## config.mk

```make
export PLATFORM = sky130hd
export DESIGN_NAME = uart_frame_rx
export DESIGN_NICKNAME = d
export VERILOG_FILES = /design/src/rtl/uart_frame_rx.sv
export SDC_FILE = /design/constraint.sdc
export NUM_CORES = 1
export LEC_CHECK = 0
export CAP_MARGIN = 20
export CORE_MARGIN = 2
export CORE_UTILIZATION = 50
export DETAILED_ROUTE_END_ITERATION = 8
export GPL_TIMING_DRIVEN = 0
export PLACE_DENSITY = 0.78
export SLEW_MARGIN = 10
export SYNTH_ARGS = -nofsm -noshare
export SYNTH_HDL_FRONTEND = slang
export SYNTH_SLANG_ARGS = --single-unit
```

## constraint.sdc

```tcl
create_clock -name clk -period 4.4 [get_ports clk]
set_clock_uncertainty 0.2 [all_clocks]
set_input_delay 1.1 -clock clk [delete_from_list [all_inputs] [get_ports clk]]
set_output_delay 1.1 -clock clk [all_outputs]
set_load 0.02 [all_outputs]
```

## src/rtl/uart_frame_rx.sv

```systemverilog
// uart_frame_rx
//   Frame-level receiver that sits behind a byte-level UART receiver. It
//   parses fixed-length frames laid out as HEAD0, HEAD1, DATA_BYTES payload
//   bytes, then an 8-bit additive checksum. A good frame is published on
//   frame_data with a one-cycle frame_valid pulse. A bad checksum or a
//   stalled frame is discarded and reported with a one-cycle error pulse.
//
// Ports
//   clk          system clock; all logic runs on the rising edge
//   reset_n      synchronous, active-low reset
//   rx_data      received byte; only looked at while rx_done is high
//   rx_done      byte strobe; every high cycle counts as one byte
//   frame_data   payload of the last good frame (first byte in the MSBs)
//   frame_valid  one-cycle pulse: frame_data was just updated
//   chk_err      one-cycle pulse: checksum mismatch, frame dropped
//   timeout_err  one-cycle pulse: inter-byte timeout, frame dropped
//   busy         high while the parser is anywhere other than IDLE
//
// Handshake: rx_done/rx_data form a valid-only stream with no back-pressure.
//   Every cycle in which rx_done is high delivers exactly one byte, and that
//   byte is consumed on the same clock edge. The outputs are registered
//   pulses, and no acknowledge is expected for them.

module uart_frame_rx #(
  parameter logic [7:0] HEAD0          = 8'h55,
  parameter logic [7:0] HEAD1          = 8'hA5,
  parameter int         DATA_BYTES     = 4,
  parameter int         TIMEOUT_CYCLES = 100000
) (
  input  logic                    clk,
  input  logic                    reset_n,
  input  logic [7:0]              rx_data,
  input  logic                    rx_done,
  output logic [8*DATA_BYTES-1:0] frame_data,
  output logic                    frame_valid,
  output logic                    chk_err,
  output logic                    timeout_err,
  output logic                    busy
);

  localparam int W    = 8 * DATA_BYTES;
  localparam int BC_W = $clog2(DATA_BYTES + 1);
  localparam int TO_W = $clog2(TIMEOUT_CYCLES + 1);

  localparam logic [BC_W-1:0] LAST_BYTE = BC_W'(DATA_BYTES - 1);
  localparam logic [TO_W-1:0] TO_LAST   = TO_W'(TIMEOUT_CYCLES - 1);

  typedef enum logic [1:0] {
    IDLE = 2'd0,
    HEAD = 2'd1,
    DATA = 2'd2,
    CHK  = 2'd3
  } state_t;

  state_t          state_q,       state_d;
  logic [BC_W-1:0] byte_cnt_q,    byte_cnt_d;
  logic [7:0]      acc_q,         acc_d;
  logic [TO_W-1:0] to_cnt_q,      to_cnt_d;
  logic [W-1:0]    shift_q,       shift_d;
  logic [W-1:0]    frame_q,       frame_d;
  logic            frame_valid_q, frame_valid_d;
  logic            chk_err_q,     chk_err_d;
  logic            timeout_err_q, timeout_err_d;
  logic            busy_q,        busy_d;

  always_comb begin
    state_d       = state_q;
    byte_cnt_d    = byte_cnt_q;
    acc_d         = acc_q;
    to_cnt_d      = to_cnt_q;
    shift_d       = shift_q;
    frame_d       = frame_q;
    frame_valid_d = 1'b0;
    chk_err_d     = 1'b0;
    timeout_err_d = 1'b0;

    if (rx_done) begin
      // A byte always wins over a timeout that would expire on this edge.
      to_cnt_d = '0;
      unique case (state_q)
        IDLE: begin
          if (rx_data == HEAD0) state_d = HEAD;
        end
        HEAD: begin
          if (rx_data == HEAD1) begin
            state_d    = DATA;
            byte_cnt_d = '0;
            acc_d      = '0;
          end else if (rx_data != HEAD0) begin
            // A repeated HEAD0 keeps us waiting for HEAD1; anything else resyncs.
            state_d = IDLE;
          end
        end
        DATA: begin
          // Each new byte is shifted in at the bottom, so the first payload
          // byte ends up in the MSBs once all DATA_BYTES bytes have arrived.
          shift_d = (shift_q << 8) | W'(rx_data);
          acc_d   = acc_q + rx_data;
          if (byte_cnt_q == LAST_BYTE) begin
            state_d = CHK;
          end else begin
            byte_cnt_d = byte_cnt_q + 1'b1;
          end
        end
        CHK: begin
          if (rx_data == acc_q) begin
            frame_d       = shift_q;
            frame_valid_d = 1'b1;
          end else begin
            chk_err_d = 1'b1;
          end
          state_d = IDLE;
        end
        default: state_d = IDLE;
      endcase
    end else if (state_q != IDLE) begin
      // The counter holds the number of idle edges since the last byte, so
      // TIMEOUT_CYCLES quiet edges in a row abandon the frame.
      if (to_cnt_q == TO_LAST) begin
        timeout_err_d = 1'b1;
        state_d       = IDLE;
        to_cnt_d      = '0;
      end else begin
        to_cnt_d = to_cnt_q + 1'b1;
      end
    end

    busy_d = (state_d != IDLE);
  end

  always_ff @(posedge clk) begin
    if (!reset_n) begin
      state_q       <= IDLE;
      byte_cnt_q    <= '0;
      acc_q         <= '0;
      to_cnt_q      <= '0;
      shift_q       <= '0;
      frame_q       <= '0;
      frame_valid_q <= 1'b0;
      chk_err_q     <= 1'b0;
      timeout_err_q <= 1'b0;
      busy_q        <= 1'b0;
    end else begin
      state_q       <= state_d;
      byte_cnt_q    <= byte_cnt_d;
      acc_q         <= acc_d;
      to_cnt_q      <= to_cnt_d;
      shift_q       <= shift_d;
      frame_q       <= frame_d;
      frame_valid_q <= frame_valid_d;
      chk_err_q     <= chk_err_d;
      timeout_err_q <= timeout_err_d;
      busy_q        <= busy_d;
    end
  end

  assign frame_data  = frame_q;
  assign frame_valid = frame_valid_q;
  assign chk_err     = chk_err_q;
  assign timeout_err = timeout_err_q;
  assign busy        = busy_q;

endmodule

```

==> Word-level counts from Yosys, hierarchy flattened <==
Cells that the tools add are included.
Widths: inputs -> output; s select.
{ "word_totals": {"reg_bits": 98, "input_bits": 11, "output_inout_bits": 36, "wordCells": 55} }
{ "op_classes": {"addsub": 3, "eq_ne": 11, "muxes": 17, "n_bitwise": 3, "n_reduce_logical": 11} }
{ "ops": {"columns": ["operator", "count"], "rows": [
  ["$or 32x8->32", 1],
  ["$add 17x1->17 const B", 1],
  ["$eq 17x17->1 const B", 1],
  ["$mux 17", 1],
  ["$pmux 8 s2", 1],
  ["$mux 2", 7],
  ["$reduce_and 3->1", 3],
  ["$add 8x8->8", 1],
  ["$eq 8x7->1 const B", 1],
  ["$eq 8x8->1", 1],
  ["$eq 8x8->1 const B", 1],
  ["$mux 8", 1],
  ["$ne 8x7->1 const B", 1],
  ["$pmux 2 s4", 1],
  ["$mux 3", 2],
  ["$pmux 3 s2", 1],
  ["$reduce_bool 2->1", 3],
  ["$eq 2x2->1 const B", 2],
  ["$ne 2x2->1 const B", 2],
  ["$reduce_and 4->1", 1],
  ["$add 3x1->3 const B", 1],
  ["$eq 3x2->1 const B", 1],
  ["$mux 1", 3],
  ["$reduce_or 3->1", 1],
  ["5 further kinds", 6]
]} }

==> Logic depth before layout (Yosys ltp) <==
Gate-level depths: netlist (run 1).
{ "depth": {"depth_word": 6, "depth_mapped": 9, "mapped_depth_nobuf": 7} }

==> Worst setup path before layout (run 1) <==
OpenSTA, ideal clock, no wires.
{ "synth_timing": {"kind": "input port to flip-flop", "startpoint": "input rx_data[0]", "endpoint": "register acc_q[6]", "setup_ps": 129, "arrival_time_ps": 2601, "t_required_ps": 4071, "path_slack_ps": 1471, "cell_stages": 7, "path_buffers": 0, "path_cell_list": "ha_1 > fa_1 > a21o_1 > a21o_1 > and4_1 > o311ai_0 > nand2_1"} }
{ "synth_via": {"elab_chain_len": 3, "elab_cells_between_ends": 5, "cone_classes": "1 x add/sub; 2 x eq/ne; 1 x mux; 1 x reduce/logical"} }
{ "synth_rtl": {"columns": ["item", "line", "source"], "rows": [
  ["start: declaration", "32", "input logic [7:0] rx_data,"],
  ["branches (longest 3 deep; another with $add 8x8->8)", null, null],
  ["end signal: assignment", "135", "acc_q <= '0;"],
  ["end signal: assignment", "146", "acc_q <= acc_d;"],
  ["end: declaration", "57", "logic [7:0] acc_q, acc_d;"]
]} }
Several ways; the timed one is not identified.
A chain may end at the register's enable or synchronous reset.

==> Worst setup path after layout (run 1) <==
Ends and elaborated chain as after synthesis.

==> impl_results.md, run 1 <==
* CP Max Fanout at 3
* Worst-path clk slew at 100 ps
* Critical path arrival at 3390 ps
* Crit. End Element: flip-flop
* Layout cells sized above 1 at 7.64%
* Initial antenna violation count at 0
* Setup bufs post-CTS at 0
* WL final at 9100 um
* Hold_buf cts at 0
* Drt drc at 0
* Final worst setup slack at 1120 ps
* TritonCTS clock tree: done
* Status: finished clean
* Max VDD drop at 172 uV
* Synth top area share at 47.1%
* Htree depth at 3
* Synth top area cells: dfxtp_1, nand2_1, a21oi_1
* Avg Cell Area, Syn at 8.30 um2
* Worst path slowest cell: clkdlybuf4s50_1
* CP cell instances: clkdlybuf4s50_1 > ha_1 > fa_1 > a21o_1 > a21o_1 > a2111oi_0 > o311ai_0 > nand2_1
* Starting DRT DRC Count at 144
* Hold path depth at 2
* GP Congestion at 0.876
* Syn_nets at 528
* Crit. Startpoint: rx_data[0]
* Synth area leader: dfxtp_1
* Cell variety after synth at 52
* Synth-to-layout area growth at 18.8%
* NumNets Final at 584
* Gr ovfl total at 0
* Final ANT Viol Nets at 0
* Area of the multi-input gates at 0.00205 mm2
* Wire length per cell at 13.6 um
* Syn Inst Count at 502
* R2R setup slack at 2060 ps
* Max stage delay on crit path at 470 ps
* CTS buffer count at 9
* IO buf count at 45
* Core Rows at 33
* Power Density at 314 mW/mm2
* Number of global-route vias before repair at 3257
* Static Leak at 0.00171 uW
* Cell area after synthesis at 0.00417 mm2
* GRT Util Overall at 21.1%
* Worst skew pair latency at 370 ps
* Setup Slack @ Placement at 800 ps
* Final Power at 1550 uW
* Clk sinks at 98
* Hold Path Class: reg2reg
* RSZ-0062 raised after global routing: no
* Fin. Hold Viols at 0
* Starting Density at 51.3%
* Fin. max-slew vios at 0
* Top cell by count, worst path: a21o_1
* Filler cells at 709
* Final min period at 3280 ps
* Most instantiated library cell after synthesis: nand2_1
* Post_cts resized at 0
* Flops & latches, synth at 98
* DIE WIDTH at 95.3 um
* Fin crit share at 74.5%
* Part of the Yosys area used for sequential elements at 47.1%
* IO Pins at 47
* CP required at 4520 ps
* Routed via count at 3624
* Worst Max-Slew Pin Slew at 652 ps
* Most used flip-flop cell after synthesis: dfxtp_1
* Register area at 0.00196 mm2
* Synth cell count leaders: nand2_1, dfxtp_1, a21oi_1
* Maximum capacitance violations at 0
* FF-to-FF Start: state_q[0]
* Setup TNS at 0 ps
* CORE AREA at 0.00813 mm2
* Reg2reg end: to_cnt_q[9]
* R2r worst-path depth at 9
* Clk Tree Root Cell: clkbuf_8
* Vias per cell at 5.43
* First-pass GRT wire length at 15000 um
* Ant. Diodes at 0
* Die ar. at 0.00908 mm2
* Yosys Warn Count at 0
* Endpoints failing setup at 0
* Max Clk Rate at 0.305 GHz
* Die Ht at 95.3 um
* Setup crit end: acc_q[6]
* Slew margin rel. at 56.2%
* Nature of the critical path startpoint: primary input
* Async S/R FF share, synth at 0%
* Number of synthesized flops with an enable pin at 0
* Largest net degree at the start of global routing at 18
* CTS max path bufs at 2
* WS Path Type: in2reg
* Detail Placement HPWL at 6590 um
* Router iterations before antenna repair at 5
==> registers in the layout, indices dropped and copies added, names as in the netlist, 2 cells and up <==
signal,flops
state_q,2
acc_q,8
byte_cnt_q,3
frame_data,32
shift_q,32
to_cnt_q,17
==> logic make-up (layout without fill, tap and decap cells) <==
logic type               count (synthesis)  count (layout)  share of synthesized area, %
flip-flops                              98              98                          47.1
adder cells (fa/ha/maj)                 15              15                          4.68
AO/OA/AOI/OAI                          105             105                          14.2
buffers and inverters                   35              96                          3.78
XOR/XNOR                                20              20                          4.20
AND/OR/NAND/NOR                        228             228                          25.8
multiplexers                             1               1                         0.240
==> critical path, delay by kind of cell <==
family	cells	cell delay [ps]
fa+ha+maj	2	670
compound gates	4	1050
buf+inv	1	470
simple gates	1	90
==> cells in the final DEF, fill, tap and decap left out, types with 2 or more instances in the layout <==
master / netlist / layout
a21o_1: 5 / 5
a21oi_1: 74 / 74
a22oi_1: 5 / 5
a31oi_1: 2 / 2
and3_1: 4 / 4
and4_1: 4 / 4
buf_2: 8 / 8
clkbuf_1: 18 / 19
clkbuf_8: 0 / 9
clkdlybuf4s50_1: 0 / 45
clkinvlp_4: 0 / 3
dfxtp_1: 98 / 98
ha_1: 14 / 14
inv_1: 7 / 7
inv_8: 0 / 2
nand2_1: 139 / 139
nand2b_1: 2 / 2
nand3_1: 12 / 12
nand3b_1: 5 / 5
nand4_1: 6 / 6
nor2_1: 22 / 22
nor2_2: 11 / 11
nor2b_1: 5 / 5
nor3_1: 4 / 4
nor3b_1: 2 / 2
o21ai_0: 7 / 7
xnor2_1: 8 / 8
xor2_1: 12 / 12
==> where the power goes <==
part,internal (uW),leakage [uW],total (uW),switching (uW)
sequential,888,0.000789,889,1.51
clock,271,0.0000926,600,329
combinational,23.7,0.000825,64.2,40.5
total,1180,0.00171,1550,371
==> metal layers <==
| metal | GRT usage [%] | part of all wire, % | up-vias |
|---|---|---|---|
| met5 | 0 | 0 | - |
| met4 | 6.88 | 1.3 | 0 |
| met3 | 4.66 | 4.4 | 14 |
| met2 | 34.9 | 49 | 88 |
| met1 | 27.4 | 46 | 1713 |
| li1 | - | - | 1809 |
==> area by class of cell <==
type	instances	area share, %
buffer	27	2.58
clock buffer	10	2.58
clock inverter	6	1.52
inverter	8	0.606
multi-input combinational	369	41.4
sequential	98	39.6
tap	105	2.65
timing repair buffer	45	9.09
==> how the worst min path moves through the flow <==
stage / from / end
after floorplan: shift_q[28] / frame_data[28]
after global placement: shift_q[30] / frame_data[30]
after detailed placement: frame_data[21] / frame_data[21]
after CTS: frame_data[21] / frame_data[21]
after global routing: frame_data[19] / frame_data[19]
final: frame_data[0] / frame_data[0]
==> through the flow <==
stage	hold WS (ps)	utilization, %	instance area (um2)	cells
after floorplan	232	-	4170	502
after detailed placement	246	58.4	4750	652
final	257	60.9	4950	668
after global routing	276	60.9	4950	668
after CTS	259	60.9	4950	668
after global placement	241	58.4	4750	652
No activity file was read; power rests on OpenSTA's default activity.
==> run 2: changes to the inputs <==
Settings changed: PLACE_DENSITY 0.78 to 0.81.
Clock period 4.4 ns to 2.6 ns, I/O delays scaled along.
==> run 2 against run 1 <==
Sequential share of layout area decreased by 0.72 points. Via count decreased by 2.3%. Count of clock-buffer cells in the layout decreased by 1. Clock power increased by 72%. Worst hold slack improved by 1.2 ps. Final cell count unchanged. Largest cell class unchanged.
==> impl_results.md, run 2 (same netlist as run 1, synthesis figures left out) <==
* Wire length per cell at 13.8 um
* Initial antenna violation count at 0
* Crit. End Element: flip-flop
* First-pass GRT wire length at 15400 um
* Commonest non-fill, non-tap cell in the layout: nand2_1
* Final Power at 2650 uW
* Finished Cell Area at 0.00504 mm2
* Setup Slack @ Placement at -558 ps
* Maximum capacitance violations at 0
* Post-placement cell area at 0.00475 mm2
* WS Path Type: in2reg
* Final ANT Viol Nets at 0
* CP bufs+invs at 1
* Number of global-route vias before repair at 3304
* CP Max Fanout at 8
* DIE WIDTH at 95.3 um
* Synth-to-layout area growth at 21.0%
* Max Clk Rate at 0.409 GHz
* GP Congestion at 0.860
* Worst-path clk slew at 110 ps
* CP required at 2700 ps
* Post-layout util at 62.0%
* NumNets Final at 584
* Final Hold Slack at 258 ps
* Clk sinks at 98
* Filler cells at 721
* Largest net degree at the start of global routing at 19
* Gr ovfl total at 0
* Crit path depth at 6
* Worst Max-Slew Pin Slew at 657 ps
* Hold path depth at 2
* Die ar. at 0.00908 mm2
* Die Ht at 95.3 um
* Nature of the critical path startpoint: primary input
* Slew margin rel. at 55.9%
* RSZ-0062 raised after global routing: no
* Drt drc at 0
* IO Pins at 47
* Max stage delay on crit path at 570 ps
* R2r worst-path depth at 9
* Ant. Diodes at 0
* Router iterations before antenna repair at 4
* Detail Placement HPWL at 6670 um
* Status: finished clean
* Core Rows at 33
* Fin. Hold Viols at 0
* Setup bufs post-CTS at 0
* Layout cells sized above 1 at 9.59%
* Power Density at 525 mW/mm2
* CP cell instances: clkdlybuf4s50_1 > and4bb_1 > and3_1 > o21ai_1 > nand2_1 > a31oi_1
* Clk Tree Root Cell: clkbuf_8
* Critical path arrival at 2550 ps
* CTS buffer count at 9
* Final worst setup slack at 157 ps
* Starting Density at 51.3%
* Static Leak at 0.00175 uW
* Commonest cells after routing, fill and taps aside: nand2_1, dfxtp_1, a21oi_1
* CP top delay family: compound AO/OA/AOI/OAI gates
* Htree depth at 3
* CTS max path bufs at 2
* Starting DRT DRC Count at 138
* WL final at 9190 um
* Vias per cell at 5.30
* GRT Util Overall at 21.7%
* Worst skew pair latency at 370 ps
* Hold Path Class: reg2reg
* Hold_buf cts at 0
* IO buf count at 45
* CORE AREA at 0.00813 mm2
* Fin. max-slew vios at 0
* Routed via count at 3540
* Final min period at 2440 ps
* Endpoints failing setup at 0
* TritonCTS clock tree: done
* Worst path slowest cell: clkdlybuf4s50_1
* Fin crit share at 94.0%
* Max VDD drop at 297 uV
==> run 2: cell type report <==
cell class / count / area (um2) / area share, %
multi-input cells: 369 / 2130 / 42.2
flip-flops and latches: 98 / 1960 / 38.9
repair buffers: 45 / 457 / 9.05
well taps: 105 / 131 / 2.60
plain buffers: 27 / 130 / 2.58
clock buffers: 9 / 124 / 2.46
clock inverters: 7 / 83.8 / 1.66
inverters: 8 / 30.0 / 0.595
==> run 2: path summary, 6_finish.rpt <==
check / from / to / slack [ps]
setup / recovery: rx_data[7] / acc_q[5] / 160
hold / removal: shift_q[31] / frame_data[31] / 260
setup reg to reg: state_q[0] / to_cnt_q[11] / 310
hold reg to reg: shift_q[31] / frame_data[31] / 260
==> run 2: stage by stage <==
stage          instances  TNS [ps]
6_report             668         0
5_1_grt              668         0
4_1_cts              668         0
3_5_place_dp         652    -19490
3_3_place_gp         652    -17190
2_1_floorplan        502         0
==> run 2: power by group <==
part / total, uW / switching (uW) / internal (uW)
clock: 1030 / 567 / 461
sequential: 1500 / 2.40 / 1500
combinational: 115 / 72.2 / 42.4
==> run 2: tightest hold or removal path: stages (launching register included) <==
cell,delay (ps)
dfxtp_1,320
nand2_1,60
a21oi_1,50
==> run 2: layer usage <==
metal  part of all wire (%)  global-route usage (%)  wire length (um)
met5                      0                       0                 0
met4                    2.2                    8.94               199
met3                    3.7                    3.40               344
met2                     48                    34.7              4400
met1                     46                    29.2              4240
==> run 2: timing repair <==
action	in CTS	in global routing
pin swaps	1	1
hold endpoints to repair	0	0
endpoints found under the setup margin	32	32
gates resized for setup	14	7
